[src/rtl/mips_ctrl_pkg.sv]
// mips_ctrl_pkg
// Shared definitions for the multi-cycle MIPS control unit:
//   - state_t   : controller state, 4-bit encoded
//   - OP_*      : supported opcodes
//   - ALU_*, SRCB_*, PCSRC_* : encodings of alu_op, alu_src_b and pc_src
//   - op_supported() : true for opcodes the controller can sequence
package mips_ctrl_pkg;

  typedef enum logic [3:0] {
    S_FETCH  = 4'd0,
    S_DECODE = 4'd1,
    S_MEMADR = 4'd2,
    S_MEMRD  = 4'd3,
    S_MEMWR  = 4'd4,
    S_MEMWB  = 4'd5,
    S_EXEC   = 4'd6,
    S_ALUWB  = 4'd7,
    S_ADDIEX = 4'd8,
    S_ADDIWB = 4'd9,
    S_BRANCH = 4'd10,
    S_JUMP   = 4'd11
  } state_t;

  localparam logic [5:0] OP_RTYPE = 6'h00;
  localparam logic [5:0] OP_LW    = 6'h23;
  localparam logic [5:0] OP_SW    = 6'h2B;
  localparam logic [5:0] OP_BEQ   = 6'h04;
  localparam logic [5:0] OP_ADDI  = 6'h08;
  localparam logic [5:0] OP_J     = 6'h02;

  localparam logic [1:0] ALU_ADD   = 2'b00;
  localparam logic [1:0] ALU_SUB   = 2'b01;
  localparam logic [1:0] ALU_FUNCT = 2'b10;

  localparam logic [1:0] SRCB_B       = 2'b00;
  localparam logic [1:0] SRCB_FOUR    = 2'b01;
  localparam logic [1:0] SRCB_IMM     = 2'b10;
  localparam logic [1:0] SRCB_IMM_SH2 = 2'b11;

  localparam logic [1:0] PCSRC_ALU    = 2'b00;
  localparam logic [1:0] PCSRC_ALUOUT = 2'b01;
  localparam logic [1:0] PCSRC_JUMP   = 2'b10;

  function automatic logic op_supported(input logic [5:0] op);
    return (op == OP_RTYPE) || (op == OP_LW) || (op == OP_SW) ||
           (op == OP_BEQ) || (op == OP_ADDI) || (op == OP_J);
  endfunction

endpackage

[src/rtl/mc_out_decode.sv]
// mc_out_decode
// Purely combinational decoder from controller state to datapath controls.
// Ports:
//   state      in  state_t  current controller state
//   op         in  6        opcode (only used for illegal_op in DECODE)
//   mem_ok     in  1        memory ready (already forced to 1 if stalls disabled)
//   zero       in  1        ALU zero flag (branch decision)
//   enable     in  1        0 forces every write strobe and illegal_op low
//   pc_en .. illegal_op out  datapath control lines
module mc_out_decode
  import mips_ctrl_pkg::*;
(
  input  state_t     state,
  input  logic [5:0] op,
  input  logic       mem_ok,
  input  logic       zero,
  input  logic       enable,
  output logic       pc_en,
  output logic       iord,
  output logic       mem_write,
  output logic       ir_write,
  output logic       reg_write,
  output logic       reg_dst,
  output logic       mem_to_reg,
  output logic       alu_src_a,
  output logic [1:0] alu_src_b,
  output logic [1:0] alu_op,
  output logic [1:0] pc_src,
  output logic       illegal_op
);

  logic pc_en_raw;
  logic mem_write_raw;
  logic ir_write_raw;
  logic reg_write_raw;
  logic illegal_raw;

  always_comb begin
    pc_en_raw     = 1'b0;
    iord          = 1'b0;
    mem_write_raw = 1'b0;
    ir_write_raw  = 1'b0;
    reg_write_raw = 1'b0;
    reg_dst       = 1'b0;
    mem_to_reg    = 1'b0;
    alu_src_a     = 1'b0;
    alu_src_b     = SRCB_B;
    alu_op        = ALU_ADD;
    pc_src        = PCSRC_ALU;
    illegal_raw   = 1'b0;
    unique case (state)
      S_FETCH: begin
        alu_src_b    = SRCB_FOUR;
        // PC+4 and IR load only commit in the cycle the fetch completes
        ir_write_raw = mem_ok;
        pc_en_raw    = mem_ok;
      end
      S_DECODE: begin
        alu_src_b   = SRCB_IMM_SH2;
        illegal_raw = !op_supported(op);
      end
      S_MEMADR, S_ADDIEX: begin
        alu_src_a = 1'b1;
        alu_src_b = SRCB_IMM;
      end
      S_MEMRD: iord = 1'b1;
      S_MEMWR: begin
        iord          = 1'b1;
        mem_write_raw = 1'b1;
      end
      S_MEMWB: begin
        reg_write_raw = 1'b1;
        mem_to_reg    = 1'b1;
      end
      S_EXEC: begin
        alu_src_a = 1'b1;
        alu_op    = ALU_FUNCT;
      end
      S_ALUWB: begin
        reg_write_raw = 1'b1;
        reg_dst       = 1'b1;
      end
      S_ADDIWB: reg_write_raw = 1'b1;
      S_BRANCH: begin
        alu_src_a = 1'b1;
        alu_op    = ALU_SUB;
        pc_src    = PCSRC_ALUOUT;
        pc_en_raw = zero;
      end
      S_JUMP: begin
        pc_src    = PCSRC_JUMP;
        pc_en_raw = 1'b1;
      end
      default: ;
    endcase
  end

  // Reset has to kill strobes immediately, even while FETCH would otherwise
  // pass mem_ready straight through to ir_write/pc_en.
  assign pc_en      = pc_en_raw     & enable;
  assign mem_write  = mem_write_raw & enable;
  assign ir_write   = ir_write_raw  & enable;
  assign reg_write  = reg_write_raw & enable;
  assign illegal_op = illegal_raw   & enable;

endmodule

[src/rtl/multicycle_control.sv]
// multicycle_control
// Multi-cycle MIPS control FSM: holds the state register and next-state
// logic; control outputs come from mc_out_decode.
// Parameters:
//   WAIT_ON_MEM  1: FETCH/MEMRD/MEMWR wait for mem_ready; 0: never wait
// Ports:
//   clk, rst_n (async assert, active low), op, zero, mem_ready  inputs
//   pc_en, iord, mem_write, ir_write, reg_write, reg_dst, mem_to_reg,
//   alu_src_a, alu_src_b[1:0], alu_op[1:0], pc_src[1:0], illegal_op  outputs
module multicycle_control
  import mips_ctrl_pkg::*;
#(
  parameter int WAIT_ON_MEM = 1
) (
  input  logic       clk,
  input  logic       rst_n,
  input  logic [5:0] op,
  input  logic       zero,
  input  logic       mem_ready,
  output logic       pc_en,
  output logic       iord,
  output logic       mem_write,
  output logic       ir_write,
  output logic       reg_write,
  output logic       reg_dst,
  output logic       mem_to_reg,
  output logic       alu_src_a,
  output logic [1:0] alu_src_b,
  output logic [1:0] alu_op,
  output logic [1:0] pc_src,
  output logic       illegal_op
);

  state_t state_reg;
  state_t state_next;
  logic   mem_ok;

  assign mem_ok = (WAIT_ON_MEM == 0) ? 1'b1 : mem_ready;

  always_comb begin
    state_next = state_reg;
    unique case (state_reg)
      S_FETCH:  if (mem_ok) state_next = S_DECODE;
      S_DECODE: begin
        unique case (op)
          OP_LW, OP_SW: state_next = S_MEMADR;
          OP_RTYPE:     state_next = S_EXEC;
          OP_BEQ:       state_next = S_BRANCH;
          OP_ADDI:      state_next = S_ADDIEX;
          OP_J:         state_next = S_JUMP;
          default:      state_next = S_FETCH;
        endcase
      end
      // Only lw/sw reach MEMADR and the IR is not reloaded meanwhile.
      S_MEMADR: state_next = (op == OP_SW) ? S_MEMWR : S_MEMRD;
      S_MEMRD:  if (mem_ok) state_next = S_MEMWB;
      S_MEMWR:  if (mem_ok) state_next = S_FETCH;
      S_EXEC:   state_next = S_ALUWB;
      S_ADDIEX: state_next = S_ADDIWB;
      S_MEMWB, S_ALUWB, S_ADDIWB, S_BRANCH, S_JUMP: state_next = S_FETCH;
      default:  state_next = S_FETCH;
    endcase
  end

  always_ff @(posedge clk or negedge rst_n) begin
    if (!rst_n) state_reg <= S_FETCH;
    else        state_reg <= state_next;
  end

  mc_out_decode u_out_decode (
    .state      (state_reg),
    .op         (op),
    .mem_ok     (mem_ok),
    .zero       (zero),
    .enable     (rst_n),
    .pc_en      (pc_en),
    .iord       (iord),
    .mem_write  (mem_write),
    .ir_write   (ir_write),
    .reg_write  (reg_write),
    .reg_dst    (reg_dst),
    .mem_to_reg (mem_to_reg),
    .alu_src_a  (alu_src_a),
    .alu_src_b  (alu_src_b),
    .alu_op     (alu_op),
    .pc_src     (pc_src),
    .illegal_op (illegal_op)
  );

endmodule

[config.mk]
export PLATFORM = sky130hd
export DESIGN_NAME = multicycle_control
export DESIGN_NICKNAME = d
export VERILOG_FILES = /design/src/rtl/mips_ctrl_pkg.sv /design/src/rtl/mc_out_decode.sv /design/src/rtl/multicycle_control.sv
export SDC_FILE = /design/constraint.sdc
export NUM_CORES = 1
export LEC_CHECK = 0
export BUFFER_PORTS_ARGS = -buffer_cell sky130_fd_sc_hd__buf_2
export CORE_UTILIZATION = 40
export CTS_BUF_LIST = sky130_fd_sc_hd__clkbuf_8 sky130_fd_sc_hd__clkbuf_16
export DETAILED_ROUTE_END_ITERATION = 10
export GPL_ROUTABILITY_DRIVEN = 1
export PLACE_DENSITY = 0.7
export SETUP_SLACK_MARGIN = 0.3
export SKIP_CTS_REPAIR_TIMING = 1
export SYNTH_ARGS = -nofsm -noshare
export SYNTH_HDL_FRONTEND = slang
export SYNTH_HIERARCHICAL = 1
export SYNTH_SLANG_ARGS = --single-unit
[constraint.sdc]
create_clock -name clk -period 1.4 [get_ports clk]
set_input_delay 0.07 -clock clk [delete_from_list [all_inputs] [get_ports clk]]
set_output_delay 0.07 -clock clk [all_outputs]
set_load 0.1 [all_outputs]
==> metrics.md, run 1 <==
| Metric | Value |
|---|---|
| Outcome | did not finish |
| Fail Step | global routing |
| Err | [ERROR DPL-0038] Utilization greater than 100%, impossible to legalize |
| Synthesized area | 537 um^2 |
| Post-synthesis xor/xnor area fraction | 3.26% |
| Synth Area in Simple Gates | between 40% and 50% |
| Root buf cell | clkbuf_8 |
| Area share of the largest cell type after synthesis | 18.6% |
| Synth Instances | between 70 and 80 |
| Post-synthesis compound-gate area fraction | 27.0% |
| Area contributors post-synth | dfrtp_1, nor2_1, nand2b_1 |
| Synth unique cells | 36 |
| Initial Util | 45.8% |
| Post-synth top area cell | dfrtp_1 |
| Largest family of logic cells by synthesized area | simple AND/OR/NAND/NOR gates |
| TritonCTS Buffers | 3 |
| Number of synthesized flops with an enable pin | 0 |
| Worst Endpoint after GRT Repair | alu_src_b[1] |
| Top_reg_cell synth | dfrtp_1 |
| Async S/R FF share, synth | between 90% and 100% |
| Synth Area in Adders | 2.10% |
| Syn nets | 85 |
| Multiplexer area fraction after synthesis | 0% |
| Boundary Pins | 25 |
| Die width | 38.6 um |
| Sequential area share after synthesis | 18.6% |
| Maximum root-to-sink buffer count | 2 |
| Seq cells post-synth | 4 |
| Number of H-tree levels | 1 |
| DP Area | 1040 um^2 |
| Largest net degree at the start of global routing | 15 |
| Site row count | 12 |
| Clk sinks | 4 |
| Mapped Avg Cell Area | 7.16 um^2 |
| YS warnings | 6 |
| Gp weighted congestion | ~0.8 |
| Die height | 38.6 um |
| Post-DP HPWL | 1.36 mm |
| IO buf count | 24 |
| Worst EP kind | output port |
-- logic make-up after synthesis --
family | Yosys count
buf+inv | 7
xor+xnor | 2
flops | 4
fa+ha+maj | 1
compound gates | 20
simple gates | 41
-- Yosys cell counts (3+ instances only) --
library cell and instances:
nor2_1 11, nand2b_1 4, nor3_1 4, o21ai_0 4, a21oi_1 3, buf_2 3, nand2_1 5, nand3_1 4
dfrtp_1 4
-- metrics by stage --
| step | TNS (ps) | worst slack (ps) | utilization (%) | hold slack, ps | std cells |
|---|---|---|---|---|---|
| after floorplan | -3320 | -741 | - | -226 | 75 |
| after global placement | 0 | 93.8 | 89.2 | -82.4 | 118 |
| after detailed placement | 0 | 16.1 | 89.2 | -82.3 | 118 |
| after CTS | -2260 | -238 | 93.1 | -323 | 122 |
==> inputs of run 2 (changes only) <==
CORE_AREA = 2 2 63 65   (was unset)
CORE_UTILIZATION = unset   (was 40)
CTS_BUF_LIST = unset   (was sky130_fd_sc_hd__clkbuf_8 sky130_fd_sc_hd__clkbuf_16)
DIE_AREA = 0 0 65 67   (was unset)
PLACE_DENSITY = unset   (was 0.7)
PLACE_DENSITY_LB_ADDON = 0.15   (was unset)
SETUP_SLACK_MARGIN = unset   (was 0.3)
==> run 2 against run 1 <==
The flow now finishes, with violations (setup timing). Synthesized area unchanged. Synthesized cell count unchanged.
==> metrics.md, run 2 <==
| Metric | Value |
|---|---|
| Crit share post-route | 106% |
| Top_reg_cell synth | dfrtp_1 |
| Clk slew on worst S/H paths | 40 ps |
| Hold_ws | approximately 210 ps |
| Slew headroom | 77.9% |
| GRT Overall Usage | 8.55% |
| Synth unique cells | 36 (unchanged) |
| Worst Setup Start Kind | flip-flop |
| Final #Nets | 131 |
| Vias in the first global route | 615 |
| Final setup viols | 7 |
| Tmin final | around 1500 ps |
| Mapped Avg Cell Area | 7.16 um^2 (unchanged) |
| Max Freq | approximately 670 MHz |
| Worst slew pin tran | 329 ps |
| # diodes | 0 |
| Crit-path cells | buf_6 -> o21a_1 -> nor3_2 -> buf_12 |
| Clk sinks | 4 (unchanged) |
| CP arrival | 1410 ps |
| Area grow syn2layout | 144% |
| Post-synth top area cell | dfrtp_1 |
| Die width | 65 um (+68%) |
| TritonCTS Buffers | 3 (unchanged) |
| First-pass GRT wire length | between 2 and 3 mm |
| YS warnings | 6 (unchanged) |
| Failing checks | setup timing |
| RR Endpoint | state_reg[1]$_DFFE_PN0P_ |
| # DRC | 0 |
| R2R setup slack | about 70 ps |
| Total congestion overflow | 0 |
| Root buf cell | clkbuf_8 |
| Critical path class | flip-flop to primary output |
| Hold path startpoint | op[5] |
| Area contributors post-synth | dfrtp_1, nor2_1, nand2b_1 |
| Drt wl/cell | 11.9 um |
| Gp weighted congestion | 0.787 (-1.3%) |
| Drt pass-1 iters | 4 |
| Final Max Tran Viols | 0 |
| Maximum root-to-sink buffer count | 2 (unchanged) |
| Power Density | 2200 nW/um^2 |
| Sequential area share after synthesis | 18.6% (unchanged) |
| Post-DRT Antenna Nets | 0 |
| Commonest non-fill, non-tap cell in the layout | buf_12 |
| Async S/R FF share, synth | 100% (unchanged) |
| Pre-CTS setup slack | 110 ps (+93.4 ps) |
| Clock insertion delay at the later pin of the skew report | 220 ps |
| Area share of the largest cell type after synthesis | 18.6% (unchanged) |
| DR vias | 727 |
| Crit path capture type | primary output |
| Synth Instances | 75 (unchanged) |
| Max FFs per register | 4 |
| Clk_skew | approximately 1.7 ps |
| IO buf count | 24 (unchanged) |
| Tightest Hold Check Type | input port to flip-flop |
| Setup ws final | -83.8 ps |
| Final Hold Viols | 0 |
| Power Total | 2.89 mW |
| Total Wirelength | 2.01 mm |
| Lkg Pwr | between 0.5 and 0.6 nW |
| Site row count | 22 (+10) |
| Worst r2r src | state_reg[1]$_DFFE_PN0P_ |
| CTS tree | yes |
| Number of synthesized flops with an enable pin | 0 (unchanged) |
| Die area | ~4400 um^2 |
| Die height | 67 um (+73%) |
| Initial antenna violation count | 0 |
| RSZ-0062 raised after global routing | yes |
| Fill cells | 364 |
| Number of H-tree levels | 1 (unchanged) |
| Via density per instance | 4.33 |
| Hold Crit Depth | 4 |
| Slowest CP cell | dfrtp_2 |
| Initial Util | 14.9% (-31 points) |
| Synthesized area | 537 um^2 (unchanged) |
| Boundary Pins | 25 (unchanged) |
| Critical Path Fanout Max | 6 |
| Outcome | finished with violations |
| Starting DRT DRC Count | 15 |
| Largest net degree at the start of global routing | 15 |
| Leading cell types by count after synthesis | nor2_1, nand2_1 |
| Max-cap viol count | 0 |
| Worst EP required | 1330 ps |
| Worst Reg-to-Reg Cells | 6 |
| Syn nets | 85 (unchanged) |
| Hold path endpoint | state_reg[3]$_DFFE_PN0P_ |
| Most frequent cells in the layout | buf_12, buf_4, buf_2, buf_6 |
| Layout cells sized above 1 | 61.7% |
| CP peak stage delay | 440 ps |
| Peak VDD IR | 0.715 mV |
| Top-count cell post-synth | nor2_1 |
| Core Region | 3610 um^2 |
| Seq cells post-synth | 4 (unchanged) |
==> run 2: worst max-delay path by stage <==
stage / start / depth (start not counted) / slack (ps) / to
3_3_place_gp: state_reg[2]$_DFFE_PN0P_ / 4 / 110 / illegal_op
6_report: state_reg[1]$_DFFE_PN0P_ / 4 / -80 / alu_src_b[1]
5_1_grt: state_reg[1]$_DFFE_PN0P_ / 5 / -140 / alu_src_b[1]
4_1_cts: state_reg[2]$_DFFE_PN0P_ / 4 / -130 / pc_en
2_1_floorplan: state_reg[1]$_DFFE_PN0P_ / 3 / -740 / illegal_op
3_5_place_dp: state_reg[2]$_DFFE_PN0P_ / 4 / 110 / pc_en
==> run 2: final cells by class <==
cell class | count | area [um^2] | area share, %
Sequential cell | 4 | 104 | 7.92
Inverter | 2 | 7.51 | 0.573
Multi-Input combinational cell | 64 | 544 | 41.5
Tap cell | 48 | 60.1 | 4.58
Timing Repair Buffer | 46 | 551 | 42.0
Clock buffer | 4 | 45.0 | 3.44
==> run 2: critical path: cells and delay by family (launching register included) <==
kind	cells	cell delay, ps
buf+inv	2	360
simple gates	1	220
compound gates	1	170
flops	1	440
==> run 2: logic make-up (layout without fill, tap and decap cells) <==
kind of cell / Yosys count / count (layout) / share of synthesized area [%]
fa+ha+maj: 1 / 1 / 2.10
xor+xnor: 2 / 2 / 3.26
buf+inv: 7 / 52 / 7.69
compound gates: 20 / 20 / 27.0
simple gates: 41 / 41 / 41.3
flops: 4 / 4 / 18.6
==> run 2: power by group <==
part,total (mW),switching [mW],internal (mW)
Sequential,0.227,0.0674,0.160
Combinational,2.40,1.39,1.01
Clock,0.265,0.0694,0.195
Total,2.89,1.53,1.36
==> run 2: stage by stage <==
| step | cell area, um^2 | cells | TNS (ps) | util [%] |
|---|---|---|---|---|
| after floorplan | 643 | 75 | -3540 | - |
| after global placement | 1090 | 153 | 0 | 30.2 |
| after detailed placement | 1090 | 153 | 0 | 30.2 |
| after CTS | 1130 | 157 | -1140 | 31.4 |
| after global routing | 1310 | 168 | -832 | 36.4 |
| final | 1310 | 168 | -269 | 36.4 |
==> run 2: layer usage <==
| layer | global-route usage, % | up-vias | share of wire (%) |
|---|---|---|---|
| met2 | 15.1 | 25 | 52 |
| met4 | 1.60 | 0 | 0 |
| met3 | 1.86 | 0 | 4.0 |
| met1 | 10.7 | 338 | 44 |
| li1 | - | 364 | - |
| met5 | 0 | - | 0 |
Power figures use the tool's default switching activity.
==> inputs of run 3 (changes only) <==
BUFFER_PORTS_ARGS = unset   (was -buffer_cell sky130_fd_sc_hd__buf_2)
DONT_BUFFER_PORTS = 1   (was unset)
==> run 3 against run 2 <==
The flow still finishes with violations (setup timing). Power shrank 4.9%. Largest power group unchanged. Sequential cell count stayed put. Count of clock-buffer cells in the layout stayed put. Global-route usage is 0.36 points higher. Cell area decreased by 7.0%. Non-clock buffer count decreased by 12. Worst hold slack got worse by 170 ps. Critical endpoint unchanged. Via count is 7.7% lower. Clock skew increased by 1.3 ps.
==> metrics.md, run 3 (synthesized netlist as in run 2, its figures left out) <==
| Metric | Value |
|---|---|
| Core Region | 3610 um^2 (unchanged) |
| Final Hold Viols | 0 (unchanged) |
| Die width | 65 um (unchanged) |
| Max-cap viol count | 0 (unchanged) |
| Worst Setup Start Kind | flip-flop |
| Root buf cell | clkbuf_8 |
| Clk sinks | 4 (unchanged) |
| Area grow syn2layout | 127% |
| Worst slew pin tran | 344 ps (+14.9 ps) |
| Largest net degree at the start of global routing | 20 (+5) |
| Peak VDD IR | 0.725 mV (+1.4%) |
| Tightest Hold Check Type | input port to flip-flop |
| Crit path capture type | primary output |
| Via density per instance | 4.30 (-0.60%) |
| Number of H-tree levels | 1 (unchanged) |
| GRT Overall Usage | 8.91% (+0.36 points) |
| Placed insts | 142 (-7.2%) |
| Die height | 67 um (unchanged) |
| DR vias | 671 (-7.7%) |
| Drt wl/cell | 12.3 um (+2.6%) |
| Hold_ws | 42.1 ps (-165 ps) |
| Met3 usage | 3.55% (+1.7 points) |
| Vias in the first global route | 640 (+4.1%) |
| IO buf count | 0 (-100%) |
| Maximum root-to-sink buffer count | 2 (unchanged) |
| Gp weighted congestion | 0.733 (-6.9%) |
| Initial antenna violation count | 0 (unchanged) |
| Critical Path Fanout Max | 6 (unchanged) |
| Power Total | 2.75 mW (-4.9%) |
| Final setup viols | 10 (+3) |
| Slowest CP cell | dfrtp_2 |
| Fin cells | 156 (-7.1%) |
| Boundary Pins | 25 (unchanged) |
| Lkg Pwr | 0.460 nW (-12%) |
| Max FFs per register | 4 (unchanged) |
| RSZ-0062 raised after global routing | yes |
| Max Freq | 664 MHz (-1.5%) |
| CTS tree | yes |
| Pre-CTS setup slack | 78.5 ps (-31.1 ps) |
| First-pass GRT wire length | 3.04 mm (+3.5%) |
| Site row count | 22 (unchanged) |
| Slew headroom | 76.9% (-1.0 points) |
| Total congestion overflow | 0 (unchanged) |
| Failing checks | setup timing |
| Critical path class | flip-flop to primary output |
| Starting DRT DRC Count | 17 (+2) |
| Final instance area | 1220 um^2 (-7.0%) |
| Outcome | finished with violations |
| Clk_skew | 3.01 ps (+1.26 ps) |
| Grt met2 use | 14.9% (-0.13 points) |
| Die area | 4360 um^2 (unchanged) |
| Post-DP HPWL | 1.41 mm |
| DP Area | 1020 um^2 (-6.1%) |
| Layout cells sized above 1 | 59.3% (-2.4 points) |
| Most frequent cells in the layout | buf_12, buf_4, nand2_1, buf_6, nor2_4 |
| # DRC | 0 (unchanged) |
| CP peak stage delay | 430 ps (about the same) |
| Initial Util | 14.9% (unchanged) |
| Clock insertion delay at the later pin of the skew report | 220 ps (about the same) |
| Clk slew on worst S/H paths | 30 ps (about the same) |
| Busiest grt layer | met2 |
| Delay-heaviest family, CP | flip-flops |
| Tmin final | 1510 ps (+23.3 ps) |
| Total Wirelength | 1.91 mm (-4.7%) |
| # diodes | 0 (unchanged) |
| CP arrival | 1440 ps (+30 ps) |
| Setup ws final | -107 ps (-23.3 ps) |
| Drt pass-1 iters | 2 (-2) |
| GR Util met1 | 10.8% (+0.11 points) |
| Power Density | 2250 nW/um^2 (+2.3%) |
| TritonCTS Buffers | 3 (unchanged) |
| Final Max Tran Viols | 0 (unchanged) |
| Worst EP required | 1330 ps (about the same) |
| Crit-path cells | buf_4 -> xor2_2 -> nor2_2 -> nor3_4 -> buf_12 |
| Post-DRT Antenna Nets | 0 (unchanged) |
| Final #Nets | 119 (-9.2%) |
| Crit share post-route | 108% (+1.7 points) |
| Bufs and invs on worst path | 2 (unchanged) |
-- run 3: cell types whose count changed in the layout (fill, tap and decap cells not counted), sizes merged --
| cell | change |
|---|---|
| buf | -12 |
-- run 3: where the power goes --
part	total (mW)	internal, mW	switching (mW)	leakage, nW
registers	0.227	0.160	0.0675	0.0488
logic	2.27	0.906	1.36	0.388
clock network	0.256	0.195	0.0617	0.0228
-- run 3: area by class of cell --
| cell class | count | area [um^2] |
|---|---|---|
| Sequential cell | 4 | 104 |
| Inverter | 2 | 7.51 |
| Clock buffer | 4 | 45.0 |
| Multi-Input combinational cell | 64 | 552 |
| Timing Repair Buffer | 34 | 452 |
| Tap cell | 48 | 60.1 |
| Fill cell | 371 | 2390 |
-- run 3: metal layers --
metal	part of all wire (%)	vias to the layer above
met1	45	311
met4	0	0
met3	6.3	0
met5	0	-
met2	48	16
li1	-	344
-- run 3: final timing paths --
path / cells after the start / endpoint / slack [ps] / from
hold / removal: 3 / state_reg[3]$_DFFE_PN0P_ / 40 / op[5]
max in group asynchronous: 1 / state_reg[3]$_DFFE_PN0P_ / 1080 / rst_n
setup / recovery: 5 / alu_src_b[1] / -110 / state_reg[3]$_DFFE_PN0P_
setup reg to reg: 7 / state_reg[1]$_DFFE_PN0P_ / -50 / state_reg[1]$_DFFE_PN0P_
min in group asynchronous: 1 / state_reg[2]$_DFFE_PN0P_ / 130 / rst_n
hold reg to reg: 2 / state_reg[3]$_DFFE_PN0P_ / 740 / state_reg[2]$_DFFE_PN0P_
-- run 3: metrics by stage --
| stage | TNS (ps) | utilization, % |
|---|---|---|
| after CTS | -1420 | 29.6 |
| after global placement | 0 | 28.3 |
| after floorplan | -3540 | - |
| after global routing | -1290 | 33.8 |
| after detailed placement | 0 | 28.3 |
| final | -446 | 33.8 |
-- run 3: worst register-to-register path: cells and delay by family, from the launching register on --
family                 cells  cell delay, ps
DFF                        1             420
buffers and inverters      3             450
AOI/OAI and AO/OA          1             300
and+or+nand+nor            3             170
==> inputs of run 4 (changes only) <==
HOLD_SLACK_MARGIN = 0.02   (was unset)
REMOVE_ABC_BUFFERS = 1   (was unset)
==> run 4 against run 3 <==
The run ends with hold timing, setup timing left. Sequential power down 4%. Setup slack better by 0.77 ps. Sequential share of layout area up 0.097 points. Final cell count up 0.64%. Core utilization down 0.38 points. Die area unchanged. Wire length up 0.84%. Sequential cell count unchanged. Critical path type unchanged. Highest routed layer is now met4.
==> metrics.md, run 4 (synthesized netlist as in run 2, its figures left out) <==
| Metric | Value |
|---|---|
| Outcome | finished with violations |
| Failing checks | hold timing, setup timing |
| Worst r2r src | state_reg[2]$_DFFE_PN0P_ |
| Worst Setup Start Kind | flip-flop |
| Clk_skew | 0.740 ps (-2.27 ps) |
| Crit path capture type | primary output |
| Critical Path Fanout Max | 5 (-1) |
| Total Wirelength | 1.93 mm (+0.84%) |
| CTS tree | yes |
| Post-DRT Antenna Nets | 0 (unchanged) |
| Tightest Hold Check Type | input port to async pin |
| Drt pass-1 iters | 4 (+2) |
| TritonCTS Buffers | 3 (unchanged) |
| Die height | 67 um (unchanged) |
| # diodes | 0 (unchanged) |
| Initial antenna violation count | 0 (unchanged) |
| Peak VDD IR | 0.727 mV (+0.27%) |
| Critical path class | flip-flop to primary output |
| Crit share post-route | 108% (about the same) |
| Final Hold Viols | 4 (+4) |
| Setup crit end | illegal_op |
| Lkg Pwr | 0.478 nW (+4.0%) |
| Largest net degree at the start of global routing | 14 (-30%) |
| Initial Util | 14.9% (unchanged) |
| Boundary Pins | 25 (unchanged) |
| Final Max Tran Viols | 0 (unchanged) |
| Setup ws final | -106 ps (+0.772 ps) |
| First-pass GRT wire length | 3.13 mm (+3.2%) |
| Max Freq | 664 MHz (about the same) |
| Gp weighted congestion | 0.797 (+8.7%) |
| Final #Nets | 121 (+1.7%) |
| Tmin final | 1510 ps (-0.772 ps) |
| Worst Reg-to-Reg Cells | 5 (-2) |
| Placed insts | 146 (+2.8%) |
| Die area | 4360 um^2 (unchanged) |
| Core Region | 3610 um^2 (unchanged) |
| DP Area | 995 um^2 (-2.7%) |
| Setup crit start | state_reg[3]$_DFFE_PN0P_ |
| Power Density | 2300 nW/um^2 (+1.8%) |
| Post-layout util | 33.4% (-0.38 points) |
| Post-DP HPWL | 1.40 mm (-0.21%) |
| R2R setup slack | 80 ps (+130 ps) |
| Max FFs per register | 4 (unchanged) |
| Hold_ws | -450 ps (-492 ps) |
| Power Total | 2.77 mW (+0.69%) |
| Layout cells sized above 1 | 59.6% (+0.37 points) |
| Clk sinks | 4 (unchanged) |
| Total congestion overflow | 0 (unchanged) |
| Number of H-tree levels | 1 (unchanged) |
| Worst EP required | 1330 ps (about the same) |
| Fin cells | 157 (+0.64%) |
| GRT Overall Usage | 9.44% (+0.53 points) |
| Via density per instance | 4.48 (+4.1%) |
| CP arrival | 1440 ps (about the same) |
| Clock insertion delay at the later pin of the skew report | 220 ps (about the same) |
| Root buf cell | clkbuf_8 |
| Vias in the first global route | 696 (+8.8%) |
| # DRC | 0 (unchanged) |
| Die width | 65 um (unchanged) |
| Commonest non-fill, non-tap cell in the layout | buf_4 |
| Max-cap viol count | 0 (unchanged) |
| Clk slew on worst S/H paths | 30 ps (about the same) |
| Starting DRT DRC Count | 11 (-6) |
| Final setup viols | 8 (-2) |
| Most frequent cells in the layout | buf_4, buf_12 |
| RSZ-0062 raised after global routing | yes |
| Site row count | 22 (unchanged) |
| RR Endpoint | state_reg[3]$_DFFE_PN0P_ |
| IO buf count | 0 (unchanged) |
| Slew headroom | 78.4% (+1.5 points) |
| Area grow syn2layout | 125% |
| Worst slew pin tran | 321 ps (-22.6 ps) |
| Maximum root-to-sink buffer count | 2 (unchanged) |
| DR vias | 703 (+4.8%) |
| Final instance area | 1210 um^2 (-1.1%) |
| Drt wl/cell | 12.3 um (+0.19%) |
[run 4: where the power goes]
part	switching, mW	leakage [nW]	internal (mW)
Combinational	1.34	0.408	0.966
Sequential	0.0574	0.0488	0.160
Clock	0.0588	0.0216	0.183
Total	1.46	0.478	1.31
[run 4: worst min-delay path by stage]
stage,cells past startpoint,endpoint
after detailed placement,0,state_reg[3]$_DFFE_PN0P_
after floorplan,0,state_reg[0]$_DFFE_PN0P_
final,0,state_reg[1]$_DFFE_PN0P_
after CTS,0,state_reg[0]$_DFFE_PN0P_
after global routing,0,state_reg[1]$_DFFE_PN0P_
after global placement,0,state_reg[3]$_DFFE_PN0P_
[run 4: layer usage]
metal	track usage, %	share of wire, %	vias up
met3	3.38	8.0	4
met4	4.79	2.1	0
li1	-	-	347
met5	0	0	-
met1	10.8	40	324
met2	15.5	49	28
[run 4: critical path: stages (launching register included)]
cell,delay (ps)
dfrtp_2,430
buf_6,130
nor3_2,210
o2111a_1,260
buf_12,180
[run 4: cell type report]
| class | count | area [um^2] |
|---|---|---|
| Clock buffer | 3 | 41.3 |
| Fill cell | 379 | 2400 |
| Timing Repair Buffer | 36 | 467 |
| Tap cell | 48 | 60.1 |
| Multi-Input combinational cell | 64 | 527 |
| Inverter | 2 | 7.51 |
| Sequential cell | 4 | 104 |
[run 4: stage by stage]
stage	setup WS, ps	TNS, ps
floorplan	-2440	-17780
global placement	57.0	0
detailed placement	62.4	0
CTS	-175	-1920
global route	-180	-1230
finish	-106	-504
